$ cat src/rtl/sa_pkg.sv
// Shared definitions for the systolic-array skew feeder.
// Holds the default array geometry, the feeder state encoding and a helper
// that extracts one lane from a packed lane vector.
package sa_pkg;

  localparam int unsigned ARR_SIZE     = 4;
  localparam int unsigned DATA_BW      = 16;
  localparam int unsigned LEN_W        = 8;
  localparam int unsigned DRAIN_CYCLES = 2 * ARR_SIZE - 1;
  localparam int unsigned VEC_W        = ARR_SIZE * DATA_BW;

  typedef enum logic [1:0] {
    IDLE  = 2'd0,
    LOAD  = 2'd1,
    DRAIN = 2'd2,
    DONE  = 2'd3
  } sa_feed_state_t;

  // Lane idx of a packed vector; lane 0 sits in the least-significant bits.
  function automatic logic [DATA_BW-1:0] lane_slice(input logic [VEC_W-1:0] vec,
                                                    input int unsigned        idx);
    return vec[idx*DATA_BW +: DATA_BW];
  endfunction

endpackage

$ cat src/rtl/sa_skew_lane.sv
// One skew lane: a DEPTH-stage shift register.
// Stage 0 captures i_data when i_load is high and zero otherwise, so every
// non-beat cycle pushes an all-zero bubble down the lane.
// Ports:
//   clk, rst  - clock, asynchronous active-high reset
//   i_load    - load i_data into stage 0 this edge
//   i_data    - element to load
//   o_data    - last stage (element delayed by DEPTH-1 cycles after capture)
module sa_skew_lane #(
  parameter int unsigned DEPTH = 1,
  parameter int unsigned WIDTH = 16
) (
  input  logic             clk,
  input  logic             rst,
  input  logic             i_load,
  input  logic [WIDTH-1:0] i_data,
  output logic [WIDTH-1:0] o_data
);

  logic [WIDTH-1:0] sr_q [DEPTH];
  logic [WIDTH-1:0] stage0_d;

  assign stage0_d = i_load ? i_data : '0;

  // Shift chain.
  always_ff @(posedge clk or posedge rst) begin
    if (rst) begin
      for (int k = 0; k < int'(DEPTH); k++) begin
        sr_q[k] <= '0;
      end
    end else begin
      sr_q[0] <= stage0_d;
      for (int k = 1; k < int'(DEPTH); k++) begin
        sr_q[k] <= sr_q[k-1];
      end
    end
  end

  assign o_data = sr_q[DEPTH-1];

endmodule

$ cat src/rtl/sa_skew_feeder.sv
// Input staging for the systolic MAC array.
// Takes one unskewed A-column and B-row vector per beat, delays lane i by i
// cycles to form the diagonal wavefront, then flushes zeros until every
// partial product has reached the array's bottom edge and pulses o_done.
// Ports:
//   clk, rst      - clock, asynchronous active-high reset
//   i_start/i_len - start a job of i_len beats (sampled only in IDLE)
//   i_valid       - beat valid; accepted when o_ready is high
//   o_ready       - high while loading beats
//   i_row_vec     - A column, lane i = bits [i*DATA_BW +: DATA_BW]
//   i_col_vec     - B row, same packing
//   o_horizontal  - skewed A lanes
//   o_vertical    - skewed B lanes
//   o_busy        - high in LOAD and DRAIN
//   o_done        - one-cycle completion pulse
module sa_skew_feeder
  import sa_pkg::*;
#(
  parameter int unsigned ARR_SIZE = sa_pkg::ARR_SIZE,
  parameter int unsigned DATA_BW  = sa_pkg::DATA_BW,
  parameter int unsigned LEN_W    = sa_pkg::LEN_W
) (
  input  logic                        clk,
  input  logic                        rst,
  input  logic                        i_start,
  input  logic [LEN_W-1:0]            i_len,
  input  logic                        i_valid,
  output logic                        o_ready,
  input  logic [ARR_SIZE*DATA_BW-1:0] i_row_vec,
  input  logic [ARR_SIZE*DATA_BW-1:0] i_col_vec,
  output logic [ARR_SIZE*DATA_BW-1:0] o_horizontal,
  output logic [ARR_SIZE*DATA_BW-1:0] o_vertical,
  output logic                        o_busy,
  output logic                        o_done
);

  // Deepest lane empties in ARR_SIZE-1 cycles, then ARR_SIZE cycles down the array.
  localparam int unsigned DRAIN_LEN = 2 * ARR_SIZE - 1;
  localparam int unsigned DRAIN_W   = $clog2(DRAIN_LEN + 1);

  sa_feed_state_t     state_q, state_d;
  logic [LEN_W-1:0]   beat_q, beat_d;
  logic [DRAIN_W-1:0] drain_q, drain_d;
  logic               ready_d, busy_d, done_d;
  logic               accept_c;

  assign accept_c = i_valid && o_ready;

  // State and counter registers.
  always_ff @(posedge clk or posedge rst) begin
    if (rst) begin
      state_q <= IDLE;
      beat_q  <= '0;
      drain_q <= '0;
    end else begin
      state_q <= state_d;
      beat_q  <= beat_d;
      drain_q <= drain_d;
    end
  end

  // Next-state and counter logic.
  always_comb begin
    state_d = state_q;
    beat_d  = beat_q;
    drain_d = drain_q;
    unique case (state_q)
      IDLE: begin
        if (i_start && (i_len != '0)) begin
          beat_d  = i_len;
          state_d = LOAD;
        end
      end
      LOAD: begin
        if (accept_c) begin
          beat_d = beat_q - LEN_W'(1);
          if (beat_q == LEN_W'(1)) begin
            state_d = DRAIN;
            drain_d = DRAIN_W'(DRAIN_LEN - 1);
          end
        end
      end
      DRAIN: begin
        if (drain_q == '0) begin
          state_d = DONE;
        end else begin
          drain_d = drain_q - DRAIN_W'(1);
        end
      end
      DONE: begin
        state_d = IDLE;
      end
      default: begin
        state_d = IDLE;
      end
    endcase
  end

  // Output decode; ready/busy track the upcoming state, done follows the DONE cycle.
  always_comb begin
    ready_d = (state_d == LOAD);
    busy_d  = (state_d == LOAD) || (state_d == DRAIN);
    done_d  = (state_q == DONE);
  end

  // Registered control outputs.
  always_ff @(posedge clk or posedge rst) begin
    if (rst) begin
      o_ready <= 1'b0;
      o_busy  <= 1'b0;
      o_done  <= 1'b0;
    end else begin
      o_ready <= ready_d;
      o_busy  <= busy_d;
      o_done  <= done_d;
    end
  end

  // Lane i of each bus is delayed by i cycles (depth i+1).
  for (genvar g = 0; g < int'(ARR_SIZE); g++) begin : g_lane
    sa_skew_lane #(
      .DEPTH (g + 1),
      .WIDTH (DATA_BW)
    ) u_h_lane (
      .clk    (clk),
      .rst    (rst),
      .i_load (accept_c),
      .i_data (i_row_vec[g*DATA_BW +: DATA_BW]),
      .o_data (o_horizontal[g*DATA_BW +: DATA_BW])
    );

    sa_skew_lane #(
      .DEPTH (g + 1),
      .WIDTH (DATA_BW)
    ) u_v_lane (
      .clk    (clk),
      .rst    (rst),
      .i_load (accept_c),
      .i_data (i_col_vec[g*DATA_BW +: DATA_BW]),
      .o_data (o_vertical[g*DATA_BW +: DATA_BW])
    );
  end

endmodule
$ cat config.mk
export PLATFORM = sky130hd
export DESIGN_NAME = sa_skew_feeder
export DESIGN_NICKNAME = d
export VERILOG_FILES = /design/src/rtl/sa_pkg.sv /design/src/rtl/sa_skew_lane.sv /design/src/rtl/sa_skew_feeder.sv
export SDC_FILE = /design/constraint.sdc
export NUM_CORES = 1
export LEC_CHECK = 0
export ABC_AREA = 1
export BUFFER_PORTS_ARGS = -buffer_cell sky130_fd_sc_hd__buf_2
export CELL_PAD_IN_SITES_DETAIL_PLACEMENT = 0
export CELL_PAD_IN_SITES_GLOBAL_PLACEMENT = 1
export CORE_MARGIN = 5
export CORE_UTILIZATION = 40
export CTS_CLUSTER_DIAMETER = 30
export DETAILED_ROUTE_END_ITERATION = 10
export PLACE_DENSITY = 0.86
export SLEW_MARGIN = 10
export SYNTH_ARGS = -nofsm -noshare
export SYNTH_HDL_FRONTEND = slang
export SYNTH_HIERARCHICAL = 1
export SYNTH_SLANG_ARGS = --single-unit
$ cat constraint.sdc
create_clock -name clk -period 4.7 [get_ports clk]
set_clock_uncertainty 0.15 [all_clocks]
set_input_delay 1.175 -clock clk [delete_from_list [all_inputs] [get_ports clk]]
set_output_delay 1.175 -clock clk [all_outputs]
set_load 0.05 [all_outputs]
==> impl_metrics.csv <==
group,metric,value,unit
status,status,"completed",
setup_path,end_kind,"output port",
placement,placed_area,0.0120,mm2
clock_network,cts_tree,"done",
timing,max_slew_margin,27.8,%
setup_path,critical_path_class,"register to output port",
finish,syn2layout_area_growth,24.5,%
route,vias,5825,
logic_synthesis,synth-warning-count,6,
setup_path,setup.worst_path.start_class,"register",
timing,period_share,53.6,%
route,wl,20.6,mm
timing,setup_viol,0,
power,p_switching,2620,uW
timing,timing.final.hold_violations,0,
placement,port-buffer-count,270,
logic_synthesis,synth.avg_cell_area,13.3,um2
setup_path,cp_max_fo,2,
placement,gp_congestion,0.769,
hold_path,hold_path.class,"register to register",
timing,worst_pin_slew,1.08,ns
route,dr.first_iter.drc_count,202,
logic_synthesis,synth_edf_count,0,
logic_synthesis,synthArstFlopShare,100,%
route,drcViolationCount,0,
setup_path,critical_path_required,3.38,ns
logic_synthesis,synth_area_leaders,"dfrtp_1, buf_4, inv_1",
power,p_comb_share,16.2,%
clock_network,cts_made_buffers,52,
timing,maxSlewViolCount,0,
power,p_leak,0.00816,uW
placement,hpwl,14.6,mm
clock_network,cts_root_buf,"clkbuf_16",
route,dr.pass1.iters,4,
logic_synthesis,post-synth-top-area-fraction,75.5,%
power,p_sw_share,30.0,%
logic_synthesis,netlist_area,0.0111,mm2
floorplanning,core_area,0.0276,mm2
timing,period_minus_slack,2.52,ns
power,p_clk_share,44.5,%
floorplanning,start_util,40.3,%
logic_synthesis,ys_seq_area_share,75.5,%
logic_synthesis,yosysTopAreaCell,"dfrtp_1",
logic_synthesis,syn-instance-count,837,
logic_synthesis,synth_ff_type,"dfrtp_1",
clock_network,cts.sink_count,336,
setup_path,path_cells,"buf_2",
floorplanning,fp.dieH,177,um
placement,dpl_worst_slack,2.10,ns
clock_network,clk_latency,0.54,ns
setup_path,cp_data_arrival_time,1.19,ns
timing,rsz0062_at_grt,"false",
setup_path,crit_path_max_incr_delay,0.38,ns
logic_synthesis,synthDistinctLibCells,24,
floorplanning,rows,61,
setup_path,critPathSlowestCell,"dfrtp_1",
route,wl_per_cell,14.0,um
clock_network,cts_setup_buffers,0,
global_routing,grt_pass1_wl,32.7,mm
finish,layout-drive-gt1-share,39.8,%
clock_network,clk_pin_slew_worst_paths,0.06,ns
job,drv_cap,0,
setup_path,crit_family,"flip-flops",
timing,tns,0,ns
route,viasPerCell,3.95,
clock_network,cts_max_level,2,
logic_synthesis,synth-seq-cells,336,
global_routing,grt_antenna_before_repair,2,
power,p_int,6130,uW
logic_synthesis,yosys-top-cells-count,"dfrtp_1, inv_1, nand2_1",
floorplanning,die_area,0.0313,mm2
floorplanning,io_pins,271,
clock_network,cts_buffer_depth,3,
floorplanning,die_w,177,um
clock_network,cts_hold_buf,0,
power,ir_worst_vdd,0.000278,V
global_routing,grt_usage,13.2,%
route,ant_nets,0,
clock_network,cts_resized,0,
timing,setup_ws,2.18,ns
global_routing,grt_max_degree,113,
logic_synthesis,synth.most_common_cell,"dfrtp_1",
power,seqPwrFrac,39.3,%
global_routing,grt_overflow,0,
timing,fmax,397,MHz
global_routing,grt_pass1_vias,6298,
finish,nNetsFinal,1196,
power,power_density,631,mW/mm2
setup_path,path_buf_inv,1,
logic_synthesis,syn-num-nets,982,
finish,finalInstanceArea,0.0139,mm2
[layout make-up]
cell class	instances	area, um2
fillers	2403	13800
flip-flops and latches	336	8410
repair buffers	274	1390
clock buffers	59	1380
multi-input cells	231	1140
inverters	156	588
clock inverters	38	484
well taps	378	473
diodes	2	5.00
[sequential cells by signal, summed over array words and instances, names as in the netlist]
| name | flops |
|---|---|
| beat_q | 8 |
| drain_q | 3 |
| g_lane.u_h_lane/o_data | 64 |
| g_lane.u_h_lane/sr_q | 96 |
| g_lane.u_v_lane/o_data | 64 |
| g_lane.u_v_lane/sr_q | 96 |
| o_busy | 1 |
| o_done | 1 |
| o_ready | 1 |
| state_q | 2 |
[worst paths after layout]
| kind | from | endpoint | slack (ns) | depth (start not counted) |
|---|---|---|---|---|
| worst min register to register | g_lane[2].u_v_lane/sr_q[35]$_DFF_PP0_ | g_lane[2].u_v_lane/sr_q[19]$_DFF_PP0_ | 0.19 | 0 |
| worst max register to register | o_ready$_DFF_PP0_ | g_lane[2].u_h_lane/sr_q[32]$_DFF_PP0_ | 2.96 | 5 |
| max in group asynchronous | rst | g_lane[3].u_h_lane/sr_q[41]$_DFF_PP0_ | 2.84 | 3 |
| worst max-delay path | o_ready$_DFF_PP0_ | o_ready | 2.18 | 1 |
| worst min-delay path | g_lane[2].u_v_lane/sr_q[35]$_DFF_PP0_ | g_lane[2].u_v_lane/sr_q[19]$_DFF_PP0_ | 0.19 | 0 |
| min in group asynchronous | rst | g_lane[3].u_h_lane/sr_q[29]$_DFF_PP0_ | 0.70 | 2 |
[kinds of logic (layout without fill, tap and decap cells)]
group | after synthesis | after routing | synth area share (%)
flip-flops | 336 | 336 | 75.5
AO/OA/AOI/OAI | 11 | 11 | 0.663
other | 0 | 2 | 0
buffers and inverters | 270 | 527 | 14.3
adder cells (fa/ha/maj) | 5 | 5 | 0.562
AND/OR/NAND/NOR | 214 | 214 | 8.94
XOR/XNOR | 1 | 1 | 0.0787
[power by group through the flow]
stage,Clock [uW],Combinational [uW],Sequential [uW]
3_3_place_gp,0,1410,3470
3_5_place_dp,0,1440,3490
2_1_floorplan,0,1160,3620
6_report,3890,1420,3440
5_1_grt,4120,1540,3490
4_1_cts,3970,1440,3450
[routing by layer]
| metal | global-route usage, % | vias up | wire length, um |
|---|---|---|---|
| met5 | 0 | - | 0 |
| li1 | - | 2767 | - |
| met4 | 5.93 | 0 | 650 |
| met2 | 22.5 | 158 | 10700 |
| met1 | 16.0 | 2853 | 8170 |
| met3 | 3.14 | 47 | 1090 |
[cells in the final DEF (no fill, tap or decap), types with 3 or more instances in the layout]
cell,Yosys,final
buf_2,0,270
buf_4,96,3
bufinv_16,0,6
clkbuf_16,0,52
clkbuf_8,0,5
clkinv_2,0,4
clkinv_4,0,3
clkinv_8,0,6
clkinvlp_4,0,11
dfrtp_1,336,336
ha_1,5,5
inv_1,152,146
inv_2,4,7
inv_6,0,5
inv_8,0,3
nand2_1,126,126
nand2_2,44,44
nand3_1,17,17
nand3_2,3,3
nor2_1,13,13
o21ai_0,5,5
o21ai_2,5,5
[through the flow]
step                power [uW]  hold WS [ns]  util (%)  std cells
floorplan                 4770         0.181         -        837
global placement          4880         0.181      43.4       1375
detailed placement        4930         0.185      43.4       1375
CTS                       8860         0.189      50.2       1472
global route              9150         0.193      50.2       1474
finish                    8750         0.188      50.2       1474
Note: power is estimated with default switching activity, not from simulation.
